==> src/rtl/wb_regfile.sv <==
// -----------------------------------------------------------------------------
// wb_regfile
//   Write-back end of the MEM/WB pipeline. Commits the *_Wr bundle into a
//   32 x 32-bit general register file with per-byte write lanes. Two
//   combinational read ports feed decode and see the committing value in the
//   same cycle (write-through bypass of the merged word). A commit counter
//   tracks retired register writes.
//
// Ports
//   clk                  clock, all state updates on posedge
//   rst_n                synchronous active-low reset (clears regs and counter)
//   MemData_Wr           load data from MEM/WB
//   Rd_write_byte_en_Wr  byte-lane write enables, bit i -> bits [8i+7:8i]
//   WBData_Wr            ALU/link result from MEM/WB
//   MemRead_Wr           1 selects MemData_Wr as write source, 0 WBData_Wr
//   RegWrite_Wr          register write request
//   Rd_Wr                destination register index
//   Rs_addr / Rt_addr    read port A / B index
//   Rs_data / Rt_data    read port A / B data (combinational, r0 reads 0)
//   WB_result            merged word committed this cycle (for forwarding)
//   WB_valid             1 when a commit happens this cycle
//   Commit_Cnt           commits since reset, wraps modulo 2^CNT_W
// -----------------------------------------------------------------------------
module wb_regfile #(
  parameter int CNT_W = 32
) (
  input  logic             clk,
  input  logic             rst_n,
  input  logic [31:0]      MemData_Wr,
  input  logic [3:0]       Rd_write_byte_en_Wr,
  input  logic [31:0]      WBData_Wr,
  input  logic             MemRead_Wr,
  input  logic             RegWrite_Wr,
  input  logic [4:0]       Rd_Wr,
  input  logic [4:0]       Rs_addr,
  input  logic [4:0]       Rt_addr,
  output logic [31:0]      Rs_data,
  output logic [31:0]      Rt_data,
  output logic [31:0]      WB_result,
  output logic             WB_valid,
  output logic [CNT_W-1:0] Commit_Cnt
);

  localparam int DATA_W = 32;
  localparam int LANES  = DATA_W / 8;

  logic [DATA_W-1:0] regs_q [32];
  logic [CNT_W-1:0]  cnt_q, cnt_d;

  logic [DATA_W-1:0] src;
  logic [DATA_W-1:0] merged;
  logic              we;

  // Byte-lane merge: enabled lanes take the new data, the rest keep the old word.
  function automatic logic [DATA_W-1:0] merge_lanes(
    input logic [DATA_W-1:0] new_w,
    input logic [DATA_W-1:0] old_w,
    input logic [LANES-1:0]  be
  );
    logic [DATA_W-1:0] r;
    r = old_w;
    for (int i = 0; i < LANES; i++) begin
      if (be[i]) r[8*i +: 8] = new_w[8*i +: 8];
    end
    return r;
  endfunction

  // Read with r0 hard-wired to zero and same-cycle bypass of the committing word.
  function automatic logic [DATA_W-1:0] read_port(
    input logic [4:0]        addr,
    input logic              wr_en,
    input logic [4:0]        wr_addr,
    input logic [DATA_W-1:0] wr_data,
    input logic [DATA_W-1:0] stored
  );
    logic [DATA_W-1:0] r;
    if (addr == 5'd0)                  r = '0;
    else if (wr_en && addr == wr_addr) r = wr_data;
    else                               r = stored;
    return r;
  endfunction

  always_comb begin
    src    = MemRead_Wr ? MemData_Wr : WBData_Wr;
    // rst_n gates the commit so a reset cycle never reports or bypasses a write.
    we     = rst_n && RegWrite_Wr && (Rd_Wr != 5'd0) && (Rd_write_byte_en_Wr != 4'd0);
    merged = merge_lanes(src, regs_q[Rd_Wr], Rd_write_byte_en_Wr);
    cnt_d  = we ? cnt_q + 1'b1 : cnt_q;
  end

  assign WB_result  = merged;
  assign WB_valid   = we;
  assign Commit_Cnt = cnt_q;
  assign Rs_data    = read_port(Rs_addr, we, Rd_Wr, merged, regs_q[Rs_addr]);
  assign Rt_data    = read_port(Rt_addr, we, Rd_Wr, merged, regs_q[Rt_addr]);

  always_ff @(posedge clk) begin
    if (!rst_n) begin
      for (int i = 0; i < 32; i++) regs_q[i] <= '0;
      cnt_q <= '0;
    end else begin
      // we already excludes Rd_Wr == 0, so r0 stays zero.
      if (we) regs_q[Rd_Wr] <= merged;
      cnt_q <= cnt_d;
    end
  end

endmodule

==> config.mk <==
export PLATFORM = sky130hd
export DESIGN_NAME = wb_regfile
export DESIGN_NICKNAME = d
export VERILOG_FILES = /design/src/rtl/wb_regfile.sv
export SDC_FILE = /design/constraint.sdc
export NUM_CORES = 2
export LEC_CHECK = 0
export CORE_ASPECT_RATIO = 0.7
export CORE_MARGIN = 2
export CORE_UTILIZATION = 50
export DETAILED_ROUTE_END_ITERATION = 8
export PLACE_DENSITY = 0.67
export SETUP_SLACK_MARGIN = 0.3
export SYNTH_ARGS = -nofsm -noshare
export SYNTH_HDL_FRONTEND = slang
export SYNTH_SLANG_ARGS = --single-unit
export TNS_END_PERCENT = 100
==> constraint.sdc <==
create_clock -name clk -period 4.8 [get_ports clk]
set_input_delay 0.48 -clock clk [delete_from_list [all_inputs] [get_ports clk]]
set_output_delay 0.48 -clock clk [all_outputs]
set_load 0.03 [all_outputs]
### After elaboration in Yosys (flattened, before gate mapping)

Memories as Yosys holds them, arrays and structs flattened.
Index checks and enable logic that the tools add are counted.

| storage, ports and cells | value |
|---|---|
| register bits | 32 |
| bits in writable memories | 1024 |
| input bits | 87 |
| output and inout port bits | 129 |
| word-level logic and storage cells | 31 |
| memories | 1 |

Memory list:

| memory | words | bits a word | rd ports | clocked after memory_dff | wr ports | line | text |
|---|---|---|---|---|---|---|---|
| regs_q | 32 | 32 | 3 | 0 | 32 | 47 | `logic [DATA_W-1:0] regs_q [32];` |

| cells by class | value |
|---|---|
| add/sub/neg operators | 1 |
| equal/unequal tests | 2 |
| multiplexer cells | 16 |
| reduce and logical (&&, ||, !) cells | 10 |

Operators with widths:

| operator | number |
|---|---|
| 32-bit two-way mux | 6 |
| 32-bit by 1-bit adder with 32-bit output (second input constant) | 1 |
| 8-bit two-way mux | 4 |
| 32-bit OR reduction | 1 |
| 5-bit == test | 2 |
| 5-bit zero test | 2 |
| 1-bit logical AND | 5 |
| 1-bit two-way mux | 5 |
| 5-bit two-way mux | 1 |
| 5-bit nonzero test | 1 |
| 4-bit nonzero test | 1 |

### Logic depth before layout (Yosys ltp)

| logic depth | value |
|---|---|
| word-level depth | 8 |
| gate-level depth with buffers | 11 |
| depth with buffers taken out | 5 |

### Worst setup path after synthesis

OpenSTA, ideal clock, no wires.

| path | value |
|---|---|
| path kind | input-to-reg |
| start | in Rd_write_byte_en_Wr[3] |
| end | mem regs_q[24][0], enable pin |
| setup time | 479 ps |
| arrival time | 2646 ps |
| setup slack | 1676 ps |
| stages | 7 |
| path buffers | 2 |
| cells stage by stage | buf_2 -> nor4_2 -> or2_1 -> nor4_2 -> nand2_1 -> clkbuf_1 -> nand2_1 |

RTL lines:

| element | line | text |
|---|---|---|
| start, declared | 30 | `input logic [3:0] Rd_write_byte_en_Wr,` |
| end, declared | 47 |  |

### Worst setup path after layout

| path | value |
|---|---|
| start | in Rd_Wr[0] |
| end | out Rt_data[21] |

| between the ends | value |
|---|---|
| word-level cells in the longest chain between the ends | 6 |
| elaborated cells between the ends (all ways) | 9 |
| those cells by class | 1 x eq/ne; 3 x mux; 4 x reduce/logical; 1 x memory |

RTL lines:

| element | line | text |
|---|---|---|
| start, declared | 34 | `input logic [4:0] Rd_Wr,` |
| branches (longest 4 deep; another with memory read 32 x 32 bit) | - |  |
| 32-bit two-way mux (*) | 78 | `else if (wr_en && addr == wr_addr) r = wr_data;` |
| 32-bit two-way mux (*) | 77 | `if (addr == 5'd0) r = '0;` |
| end, declared | 38 | `output logic [31:0] Rt_data,` |

Every way passes the cells marked *.

==> results.cfg <==
[placed_design]
dp_hpwl_um = 180200
io_buffers = 215
gp_congestion = 1.012
dp_cells = 7077

[timing]
hold_viol_final = 0
holdWs_ns = 0.3981
setup_viol = 0
drv_slew = 0
worst_pin_slew_ns = 1.162
max_slew_margin_pct = 22.54
rsz0062_at_grt = no
min_period_over_period_pct = 94.71
period_minus_slack_ns = 4.546
fin_setup_tns_ns = 0
clock_skew_ns = 0.02968
fmax_mhz = 220.0

[die]
io_pins = 216
die_area_mm2 = 0.1321
core_area_mm2 = 0.1284
die_w_um = 433.6
die_h_um = 304.7
num_rows = 110
start_util_pct = 50.31

[yosys]
ys_types = 52
synth_edf_count = 1024
yosys_warnings = 0
syn_inst = 5315
seq_area_frac_synth_pct = 48.59
ys.flop_type = edfxtp_1
async_reset_ff_share_pct = 0
syn_area_mm2 = 0.06460
synth_area_per_cell_um2 = 12.15
ys_ff_latch = 1056

[drt]
dr.pass1.iters = 7
vias = 54196
viasPerCell = 7.437
drc_errors = 0
wl_per_cell_um = 39.54
drt-initial-drc-count = 12322
wirelength_um = 288100
ant_nets = 0

[worst_hold_path]
hold_depth = 4
hp-class = input port to register
hp-start = rst_n
min_to = Commit_Cnt[27]

[clocking]
cts_buffers = 108
clock_path_buffers = 3
clkTransAtPathRegs_ns = 0.06
htree_levels = 3
cts.sinks = 1056
worstSkewPairLatency_ns = 0.78
cts_hold_buf = 0
cts-root-buf = clkbuf_16
tritoncts = built

[power]
ir_drop_mv = 0.2864
total_leakage_power_nw = 27.41
pwr_density_cell_mw_per_mm2 = 327.6

[cells_and_area]
final_cell_mix = edfxtp_1, nor2_1, mux2i_1
final_common_cell = edfxtp_1
fillCellCount = 10314
layout-drive-gt1-share_pct = 32.74
instances_no_fill = 7287
syn2layout_area_growth_pct = 13.27
fin_nets = 5539

[critical_path]
endpoint_kind = output pin
crit_type = input port to output pin
reg2reg_slack_ns = 1.79
cp_max_fo = 14
cp_data_required_time_ns = 4.32
arrival_ns = 4.07
reg2reg_from = Commit_Cnt[3]
startpoint_type = input port
reg2regPathDepth = 5
r2r_end = Commit_Cnt[31]

[global_route]
grt_max_degree = 72
antenna_found_initial = 12
grt.total_usage_pct = 42.63
grt_pass1_vias = 50729
grt_pass1_wl_um = 394000
grt_overflow = 0

[outcome]
status = complete, no violations

[job]
maxCapViolations = 0
[worst max-delay path, stage by stage]
cell and delay (ns):
clkdlybuf4s50_1 0.87, buf_4 0.30, nand4bb_2 0.48, buf_4 0.45
o22ai_1 0.23, nor4_1 0.08, a32o_2 0.33, o22ai_1 0.53
buf_4 0.28
[sequential cells by signal, summed over array words and instances (netlist names)]
signal / count
regs_q: 1024
Commit_Cnt: 32
[area by class of cell]
class                      count  area (um2)  area share (%)
clock inverter                74       742.0           1.014
inverter                      37       151.4          0.2069
timing repair buffer         592        5665           7.742
tap                         1736        2172           2.968
sequential                  1056       31390           42.90
clock buffer                 128        2778           3.796
antenna                        8       20.02         0.02736
multi-input combinational   3656       30260           41.35
[cell families (layout without fill, tap and decap cells)]
logic type	after synthesis	after routing	share of synthesized area (%)
AO/OA/AOI/OAI	788	788	8.719
XOR/XNOR	31	31	0.4203
adder cells (fa/ha/maj)	1	1	0.01936
buffers and inverters	634	831	5.375
flip-flops	1056	1056	48.59
multiplexers	1314	1314	26.31
other	1	40	0.005805
AND/OR/NAND/NOR	1490	1490	10.56
[synthesized netlist by cell type (3+ instances only)]
cell type	n	area (um2)
a32o_1	32	320.3
a22o_1	64	560.5
or4_1	3	22.52
nand4bb_1	6	67.56
nand2_1	73	274.0
mux4_2	256	5766
a221oi_1	64	560.5
xnor2_1	8	70.07
nor3b_1	6	45.04
mux2i_1	546	5465
nand4_1	16	100.1
nor4_1	65	406.6
buf_2	222	1111
nor2_1	958	3596
buf_4	7	52.55
nand3_1	20	100.1
nor2_2	293	1833
and2_1	3	18.77
buf_6	105	1182
inv_1	37	138.9
and3_1	6	37.54
o22ai_1	544	3403
nand2b_1	5	31.28
mux2_2	512	5766
and3b_1	4	35.03
buf_1	70	262.8
nor3_1	5	25.02
a221o_1	64	640.6
o21ai_0	8	40.04
or4b_1	4	40.04
nand4b_1	4	35.03
clkbuf_1	193	724.4
or3_1	6	37.54
dfxtp_1	32	640.6
edfxtp_1	1024	30750
xor2_1	23	201.4
a21oi_1	7	35.03
[worst max path at each step]
stage	startpoint	to	slack [ns]	depth (start not counted)
after CTS	Rd_Wr[0]	WB_result[4]	0.33	9
after global placement	Rd_Wr[0]	WB_result[6]	0.17	9
final	Rd_Wr[0]	Rt_data[21]	0.25	9
after global routing	Rd_Wr[0]	WB_result[1]	0.32	9
after detailed placement	Rd_Wr[0]	WB_result[6]	0.1	9
after floorplan	Rd_write_byte_en_Wr[3]	regs_q[24][0]	1.68	7
[per-stage QoR]
stage	power (mW)	setup WS, ns	area, um2	util (%)
2_1_floorplan	13.49	1.676	64720	-
4_1_cts	23.70	0.3281	73120	56.94
6_report	23.97	0.2541	73180	56.99
3_5_place_dp	15.18	0.09719	69600	54.20
3_3_place_gp	15.12	0.1739	69600	54.20
5_1_grt	24.36	0.3207	73160	56.97
[where the power goes]
| part | leakage [nW] | switching, mW | internal (mW) | total, mW |
|---|---|---|---|---|
| clock network | 1.71 | 3.95 | 4.79 | 8.74 |
| logic | 14.9 | 2.90 | 1.61 | 4.50 |
| registers | 10.8 | 0.277 | 10.4 | 10.7 |
[what timing repair did]
| item | in CTS | in global routing |
|---|---|---|
| resized for setup | 2 | 9 |
| buffers inserted | 0 | 0 |
| setup endpoints to repair | 3 | 9 |
[per-layer routing]
metal	vias to the layer above	wire length [um]	GRT usage [%]
met4	10	20950	24.72
met5	-	61	0.1457
met1	26319	101400	57.11
met3	1273	55520	21.22
met2	5930	110200	54.94
li1	20664	-	-
Note: power is estimated with default switching activity, not from simulation.
